**src/rtl/prog_clk_divider.sv**
```systemverilog
// prog_clk_divider: multi-channel programmable divider producing a registered
// divided clock and a period-start tick per channel. Ratio/duty writes land in
// a shadow copy and are promoted to the active copy only at a period boundary,
// on sync, or every cycle while the channel is disabled.
module prog_clk_divider #(
  parameter  int NUM_CH   = 4,
  parameter  int CNT_W    = 16,
  parameter  int DEF_DIV  = 16,
  parameter  int DEF_DUTY = 4,
  parameter  int DEF_EN   = 1,
  localparam int CH_W     = (NUM_CH > 1) ? $clog2(NUM_CH) : 1
) (
  input  logic              clk,
  input  logic              rst_n,
  input  logic              cfg_we_i,
  input  logic [CH_W-1:0]   cfg_ch_i,
  input  logic [CNT_W-1:0]  cfg_div_i,
  input  logic [CNT_W-1:0]  cfg_duty_i,
  input  logic              cfg_en_i,
  input  logic              sync_i,
  output logic [NUM_CH-1:0] clk_div_o,
  output logic [NUM_CH-1:0] tick_o,
  output logic [NUM_CH-1:0] pending_o,
  output logic              cfg_err_o
);

  localparam logic [CNT_W-1:0] ONE      = CNT_W'(1);
  localparam logic [CNT_W-1:0] TWO      = CNT_W'(2);
  localparam logic [CNT_W-1:0] DIV_RST  = CNT_W'(DEF_DIV);
  localparam logic [CNT_W-1:0] DUTY_RST = CNT_W'(DEF_DUTY);
  localparam logic             EN_RST   = (DEF_EN != 0);

  logic [CNT_W-1:0]  cnt_q      [NUM_CH];
  logic [CNT_W-1:0]  cnt_d      [NUM_CH];
  logic [CNT_W-1:0]  div_act_q  [NUM_CH];
  logic [CNT_W-1:0]  div_act_d  [NUM_CH];
  logic [CNT_W-1:0]  duty_act_q [NUM_CH];
  logic [CNT_W-1:0]  duty_act_d [NUM_CH];
  logic [CNT_W-1:0]  div_sh_q   [NUM_CH];
  logic [CNT_W-1:0]  div_sh_d   [NUM_CH];
  logic [CNT_W-1:0]  duty_sh_q  [NUM_CH];
  logic [CNT_W-1:0]  duty_sh_d  [NUM_CH];
  logic [NUM_CH-1:0] en_q, en_d;
  logic [NUM_CH-1:0] clk_div_q, clk_div_d;
  logic [NUM_CH-1:0] tick_q, tick_d;
  logic [NUM_CH-1:0] pending_q, pending_d;
  logic [NUM_CH-1:0] wr_sel;
  logic              cfg_err_q, cfg_err_d;
  logic              wr_ok;

  assign wr_ok = cfg_we_i && (int'(cfg_ch_i) < NUM_CH) && (cfg_div_i >= TWO);

  // Decode the accepted write into a one-hot channel select.
  always_comb begin
    for (int i = 0; i < NUM_CH; i++) begin
      wr_sel[i] = wr_ok && (int'(cfg_ch_i) == i);
    end
  end

  // Per-channel next state. The shadow seen here already includes a same-edge
  // write, so promotions at wrap/sync/disable pick up the newest values. The
  // enable used for this edge is the newly written one, so enable changes act
  // without waiting for a boundary.
  always_comb begin
    cfg_err_d = cfg_we_i && !wr_ok;
    for (int i = 0; i < NUM_CH; i++) begin
      div_sh_d[i]   = wr_sel[i] ? cfg_div_i  : div_sh_q[i];
      duty_sh_d[i]  = wr_sel[i] ? cfg_duty_i : duty_sh_q[i];
      en_d[i]       = wr_sel[i] ? cfg_en_i   : en_q[i];
      cnt_d[i]      = cnt_q[i];
      div_act_d[i]  = div_act_q[i];
      duty_act_d[i] = duty_act_q[i];
      clk_div_d[i]  = 1'b0;
      tick_d[i]     = 1'b0;
      pending_d[i]  = pending_q[i];
      if (!en_d[i] || sync_i) begin
        cnt_d[i]      = '0;
        div_act_d[i]  = div_sh_d[i];
        duty_act_d[i] = duty_sh_d[i];
        pending_d[i]  = 1'b0;
      end else begin
        clk_div_d[i] = (cnt_q[i] < duty_act_q[i]);
        tick_d[i]    = (cnt_q[i] == '0);
        if (cnt_q[i] == (div_act_q[i] - ONE)) begin
          cnt_d[i]      = '0;
          div_act_d[i]  = div_sh_d[i];
          duty_act_d[i] = duty_sh_d[i];
          pending_d[i]  = 1'b0;
        end else begin
          cnt_d[i]     = cnt_q[i] + ONE;
          pending_d[i] = pending_q[i] | wr_sel[i];
        end
      end
    end
  end

  // State registers with asynchronous return to the default configuration.
  always_ff @(posedge clk or negedge rst_n) begin
    if (!rst_n) begin
      for (int i = 0; i < NUM_CH; i++) begin
        cnt_q[i]      <= '0;
        div_act_q[i]  <= DIV_RST;
        duty_act_q[i] <= DUTY_RST;
        div_sh_q[i]   <= DIV_RST;
        duty_sh_q[i]  <= DUTY_RST;
      end
      en_q      <= {NUM_CH{EN_RST}};
      clk_div_q <= '0;
      tick_q    <= '0;
      pending_q <= '0;
      cfg_err_q <= 1'b0;
    end else begin
      for (int i = 0; i < NUM_CH; i++) begin
        cnt_q[i]      <= cnt_d[i];
        div_act_q[i]  <= div_act_d[i];
        duty_act_q[i] <= duty_act_d[i];
        div_sh_q[i]   <= div_sh_d[i];
        duty_sh_q[i]  <= duty_sh_d[i];
      end
      en_q      <= en_d;
      clk_div_q <= clk_div_d;
      tick_q    <= tick_d;
      pending_q <= pending_d;
      cfg_err_q <= cfg_err_d;
    end
  end

  assign clk_div_o = clk_div_q;
  assign tick_o    = tick_q;
  assign pending_o = pending_q;
  assign cfg_err_o = cfg_err_q;

endmodule
```
**config.mk**
```make
export PLATFORM = sky130hd
export DESIGN_NAME = prog_clk_divider
export DESIGN_NICKNAME = d
export VERILOG_FILES = /design/src/rtl/prog_clk_divider.sv
export SDC_FILE = /design/constraint.sdc
export NUM_CORES = 1
export LEC_CHECK = 0
export ABC_AREA = 1
export CORE_ASPECT_RATIO = 0.5
export CORE_UTILIZATION = 50
export CTS_BUF_LIST = sky130_fd_sc_hd__clkbuf_16
export DETAILED_ROUTE_END_ITERATION = 10
export DONT_BUFFER_PORTS = 1
export HOLD_SLACK_MARGIN = 0.05
export PLACE_DENSITY = 0.66
export REMOVE_ABC_BUFFERS = 1
export SYNTH_ARGS = -nofsm -noshare
export SYNTH_HDL_FRONTEND = slang
export SYNTH_SLANG_ARGS = --single-unit
```
**constraint.sdc**
```tcl
create_clock -name clk -period 2.55 [get_ports clk]
set_input_delay 0.765 -clock clk [delete_from_list [all_inputs] [get_ports clk]]
set_output_delay 0.765 -clock clk [all_outputs]
set_load 0.005 [all_outputs]
```
==> impl_metrics.json, run 1 <==
{
  "async_flop_share_pct": 100,
  "multiInputGateArea_um2": 7900,
  "synth_edf_count": 0,
  "overflow": 0,
  "r2r-end": "div_act_q[44]",
  "cts-buffers-inserted": 31,
  "path_buf_inv": 2,
  "via_per_inst": 5.11,
  "r2r_start": "div_act_q[32]",
  "cp_data_required_time_ns": 3.05,
  "die_w_um": 268,
  "wl_per_cell_um": 15.9,
  "mostFrequentLayoutCell": "nand2_1",
  "n_antenna_cell": 0,
  "synthCells": 2227,
  "tritoncts": "done",
  "crit_path_frequent_cell": "nand2_1",
  "vdd_drop_max_mv": 0.498,
  "ys_ff_latch": 337,
  "endpoint_kind": "flop",
  "reg2regPathDepth": 15,
  "path_class": "reg -> reg",
  "critPathArrivalTime_ns": 2.83,
  "status": "finished, violations left",
  "tightestPinTransition_ns": 0.971,
  "clockBufferDepth": 3,
  "drc": 0,
  "leakagePower_nw": 9.77,
  "ys_warn_count": 0,
  "placedCellCount": 2674,
  "grt_setup_unrepaired": "false",
  "netlist_area_um2": 17600,
  "gp_congestion": 0.864,
  "final_util_pct": 55.9,
  "io_buffers": 0,
  "ant_nets": 0,
  "core_area_um2": 34600,
  "powerDensity_nw_per_um2": 757,
  "place_ws_ns": 0.0858,
  "num-fill-cells": 3199,
  "area_growth_pct": 9.58,
  "dpl.hpwl_um": 29900,
  "grt_first_pass_wirelength_um": 70500,
  "cpMaxStageDelayCell": "dfrtp_1",
  "seq_area_frac_synth_pct": 48.0,
  "drv_cap": 0,
  "drt_iter0_drc": 1224,
  "grt_pass1_vias": 12900,
  "synth.avg_cell_area_um2": 7.92,
  "ios": 52,
  "grt_max_degree": 338,
  "antenna_found_initial": 0,
  "die_area_um2": 36100,
  "stdcell_count": 2731,
  "violations": "negative hold slack",
  "slowest_delay_ns": 0.40,
  "slew_headroom_pct": 35.3,
  "crit_family": "simple AND/OR/NAND/NOR gates",
  "skew_ns": 0.0101,
  "post-route-min-period_ns": 2.33,
  "fin_crit_sh_pct": 91.3,
  "yosysUniqueCellTypes": 37,
  "hold_viol_final": 79,
  "final_cell_mix": "694 x nand2_1, 317 x dfrtp_1, 236 x inv_1",
  "cp-start-kind": "flop",
  "finalSetupViolations": 0,
  "finalNetCount": 2343,
  "clk_pin_slew_ns": 0.06,
  "crit_chain": "inv_2 > ha_1 > nand2_2 > nor2_4 > nand2_1 > nand2_1 > nand2_1 > nor2_1 > nand2_1 > nor2_2 > nand2_2 > nand2_2 > buf_4 > nand2_1 > nand2_1",
  "ys.flop_type": "dfrtp_1",
  "clkSinkCount": 337,
  "drt_pass1_iterations": 5,
  "num_rows": 48,
  "vias": 14000,
  "clock.fmax_mhz": 430,
  "wl_um": 43400,
  "r2r_slack_ns": 0.22,
  "setup_ws_ns": 0.223,
  "insertion_delay_ns": 0.57,
  "initial_core_util_pct": 51.0,
  "dieHeight_um": 135,
  "slew_violations": 0,
  "timing.hold.ws_ns": -0.100,
  "grtUsageTotal_pct": 24.9,
  "hold_class": "in -> async",
  "cp_max_fo": 28,
  "register_area_um2": 8460,
  "root_buffer": "clkbuf_16",
  "drive_gt1_share_pct": 7.36,
  "cts_max_level": 1
}
sequential cells by signal (all words and copies together), names as in the netlist:
| signal | flops |
|---|---|
| cfg_err_o | 1 |
| clk_div_o | 4 |
| cnt_q | 64 |
| div_act_q | 64 |
| div_sh_q | 64 |
| duty_act_q | 64 |
| duty_sh_q | 64 |
| en_q | 4 |
| pending_o | 4 |
| tick_o | 4 |
final cells by class:
type / count / area share (%)
repair buffers: 44 / 2.36
clock buffers: 31 / 4.01
inverters: 245 / 4.76
clock inverters: 26 / 1.15
multi-input cells: 1573 / 40.9
flip-flops and latches: 337 / 43.8
well taps: 475 / 3.08
worst max-delay path by stage:
stage | start | to | slack (ns) | cells after the start
final | div_act_q[32] | div_act_q[44] | 0.22 | 15
after global routing | div_act_q[32] | duty_act_q[32] | 0.01 | 15
after CTS | div_act_q[32] | div_act_q[44] | 0.21 | 15
after detailed placement | cfg_div_i[6] | div_act_q[44] | 0.09 | 14
after global placement | cfg_div_i[6] | cnt_q[46] | 0.15 | 13
after floorplan | cfg_div_i[8] | pending_o[0] | -1.77 | 12
cell families after synthesis:
| family | count (synthesis) | share of synthesized area (%) |
|---|---|---|
| and+or+nand+nor | 1211 | 29.3 |
| xor gates and xnor gates | 87 | 4.32 |
| DFF | 337 | 48.0 |
| AOI/OAI and AO/OA | 203 | 6.02 |
| buffers and inverters | 317 | 7.32 |
| adders and majority gates | 72 | 5.11 |
per-layer routing:
layer	track usage [%]	up-vias	wire length [um]
met5	0	-	0
met4	4.86	0	828
met3	3.23	49	2100
met2	36.6	267	18300
met1	39.3	6552	22200
li1	-	7098	-
metrics by stage:
step                      TNS [ns]  cell area (um^2)  power, mW
after floorplan            -229.24             17300       9.08
after global placement           0             18300       9.94
after detailed placement         0             18300       10.0
after CTS                        0             19300       14.7
after global routing             0             19300       15.6
final                            0             19300       14.6
cell usage after synthesis, types with 7 or more instances:
cell type  count  area (um^2)
a21oi_1       38          190
inv_2         17         63.8
nor2_2        13         81.3
buf_4          8         60.1
nor2_1       188          706
nand3_1      195          976
buf_6          7         78.8
clkbuf_1      37          139
nand3b_1      27          203
nand2_2       14         87.6
nor4_1         9         56.3
dfstp_2       20          526
buf_2         15         75.1
dfrtp_1      317         7930
nand4_1       31          194
nor2_4         7         78.8
ha_1          72          901
o21ai_0      143          716
inv_1        227          852
nor3_1        20          100
xnor2_1       35          307
xor2_1        52          455
o21ai_1        8         40.0
nand2_1      697         2620
power by group:
part / switching, mW / internal [mW] / total [mW]
registers: 0.607 / 6.18 / 6.78
logic: 2.00 / 1.20 / 3.20
clock network: 2.04 / 2.61 / 4.65
what timing repair did:
| action | CTS | global route |
|---|---|---|
| setup buffers | 0 | 0 |
| setup endpoints to repair | 0 | 1 |
| resized for setup | 0 | 1 |
| endpoints found under the hold margin | 317 | 317 |
Note: power is estimated with default switching activity, not from simulation.
==> run 2, diff against run 1 <==
- CORE_MARGIN: not set -> 2
==> run 2 against run 1 <==
Against the previous run: the run still ends with negative hold slack left; global-route usage is 1.1 points lower; count of clock-buffer cells in the layout stayed put; die area is 2.2% higher; clock skew is 0.0038 ns higher; worst setup slack better by 0.050 ns; sequential power hardly changed; sequential share of layout area is 0.082 points higher; design area is 0.19% lower; via count hardly changed; hold slack worse by 0.0018 ns; routed wire length is 0.13% higher; combinational power hardly changed; critical endpoint is now duty_act_q[2].
==> impl_metrics.json, run 2 (synthesis gave the netlist of run 1 again) <==
{
  "status": "finished, violations left",
  "violations": "negative hold slack",
  "ios": 52,
  "die_w_um": 270,
  "slowest_delay_ns": 0.41,
  "tightestPinTransition_ns": 0.722,
  "path_class": "reg -> reg",
  "vias": 14000,
  "initial_core_util_pct": 51.0,
  "gp_congestion": 0.872,
  "drv_cap": 0,
  "vdd_drop_max_mv": 0.519,
  "hold_viol_final": 75,
  "grt_max_degree": 338,
  "tritoncts": "done",
  "via_per_inst": 5.12,
  "die_area_um2": 36900,
  "area_growth_pct": 9.37,
  "endpoint_kind": "flop",
  "drive_gt1_share_pct": 7.38,
  "skew_ns": 0.0140,
  "slew_headroom_pct": 51.9,
  "mostFrequentLayoutCell": "nand2_1",
  "crit_chain": "inv_1 > ha_1 > nand2_2 > nor2_2 > nand2_1 > nand3_1 > nand2_1 > nor2_1 > nand2_1 > nor2_1 > nand2_2 > nand2_2 > buf_12 > nand2_1 > nand2_1",
  "cpMaxStageDelayCell": "dfrtp_1",
  "overflow": 0,
  "grt_setup_unrepaired": "false",
  "cp_max_fo": 49,
  "antenna_found_initial": 0,
  "final_cell_mix": "694 x nand2_1, 317 x dfrtp_1, 230 x inv_1",
  "p_total_mw": 14.5,
  "wl_per_cell_um": 15.9,
  "cp_data_required_time_ns": 3.06,
  "tns_ns": 0,
  "clk_pin_slew_ns": 0.07,
  "leakagePower_nw": 9.73,
  "dpl.hpwl_um": 30000,
  "post-route-min-period_ns": 2.28,
  "cts-buffers-inserted": 30,
  "wl_um": 43400,
  "dieHeight_um": 137,
  "critPathArrivalTime_ns": 2.79,
  "timing.hold.ws_ns": -0.102,
  "hold_class": "in -> async",
  "grt_pass1_vias": 12800,
  "n_antenna_cell": 0,
  "grt_first_pass_wirelength_um": 69900,
  "drt_pass1_iterations": 5,
  "clkSinkCount": 337,
  "fin_crit_sh_pct": 89.3,
  "grtUsageTotal_pct": 23.8,
  "cts_max_level": 1,
  "finalNetCount": 2337,
  "drt_iter0_drc": 1234,
  "drc": 0,
  "io_buffers": 0,
  "placedCellCount": 2669,
  "core_area_um2": 34600,
  "powerDensity_nw_per_um2": 754,
  "finalSetupViolations": 0,
  "insertion_delay_ns": 0.57,
  "crit_path_frequent_cell": "nand2_1",
  "root_buffer": "clkbuf_16",
  "clockBufferDepth": 3,
  "final_util_pct": 55.8,
  "num_rows": 48,
  "ant_nets": 0,
  "clock.fmax_mhz": 439,
  "cp-start-kind": "flop",
  "stdcell_count": 2725,
  "slew_violations": 0,
  "num-fill-cells": 3249
}
run 2: changes by cell type in the layout (fill, tap and decap cells not counted), sizes merged:
| cell | delta |
|---|---|
| clkinv | +6 |
| bufinv | -1 |
| inv | -6 |
| buf | -5 |
run 2: final timing paths:
| kind | to | from | slack [ns] | depth (start not counted) |
|---|---|---|---|---|
| max in group asynchronous | cnt_q[45] | rst_n | 2.04 | 0 |
| setup / recovery | duty_act_q[2] | div_act_q[0] | 0.27 | 15 |
| min in group clk | tick_o[0] | sync_i | 0.27 | 1 |
| hold reg to reg | cnt_q[48] | cnt_q[48] | 0.49 | 1 |
| setup reg to reg | duty_act_q[2] | div_act_q[0] | 0.27 | 15 |
| hold / removal | cnt_q[50] | rst_n | -0.10 | 0 |
run 2: final cells by class:
cell class / count / area (um^2) / share of cell area (%)
Timing Repair Buffer: 39 / 434 / 2.25
Clock inverter: 25 / 208 / 1.08
Clock buffer: 31 / 776 / 4.02
Sequential cell: 337 / 8460 / 43.9
Inverter: 245 / 920 / 4.77
Tap cell: 475 / 594 / 3.08
Multi-Input combinational cell: 1573 / 7900 / 41.0
run 2: through the flow:
stage	setup WS, ns	hold WS (ns)	cell area (um^2)
finish	0.273	-0.102	19300
global route	0.00128	-0.125	19300
CTS	0.232	-0.126	19300
detailed placement	0.133	0.480	18300
global placement	0.137	0.476	18300
floorplan	-1.77	0.454	17300
run 2: repair_timing:
item	4_1_cts	5_1_grt
gates resized for setup	0	2
hold endpoints to repair	317	317
buffers inserted	0	0
setup endpoints to repair	0	45
run 2: report_power, final:
group	switching [mW]	internal, mW	total [mW]
sequential	0.603	6.18	6.78
combinational	2.00	1.20	3.20
clock	2.05	2.52	4.57
run 2: critical path: cells and delay by family (launching register included):
family,cells,cell delay [ns]
buf+inv,2,0.36
fa+ha+maj,1,0.25
flops,1,0.41
simple gates,12,1.15
run 2: routing by layer:
layer  vias to the layer above  global-route usage, %  routed length [um]
met5                         -                      0                   0
met4                         0                   4.35                 691
met3                        39                   3.35                1960
met2                       246                   35.2               18300
met1                      6597                   37.4               22400
li1                       7077                      -                   -
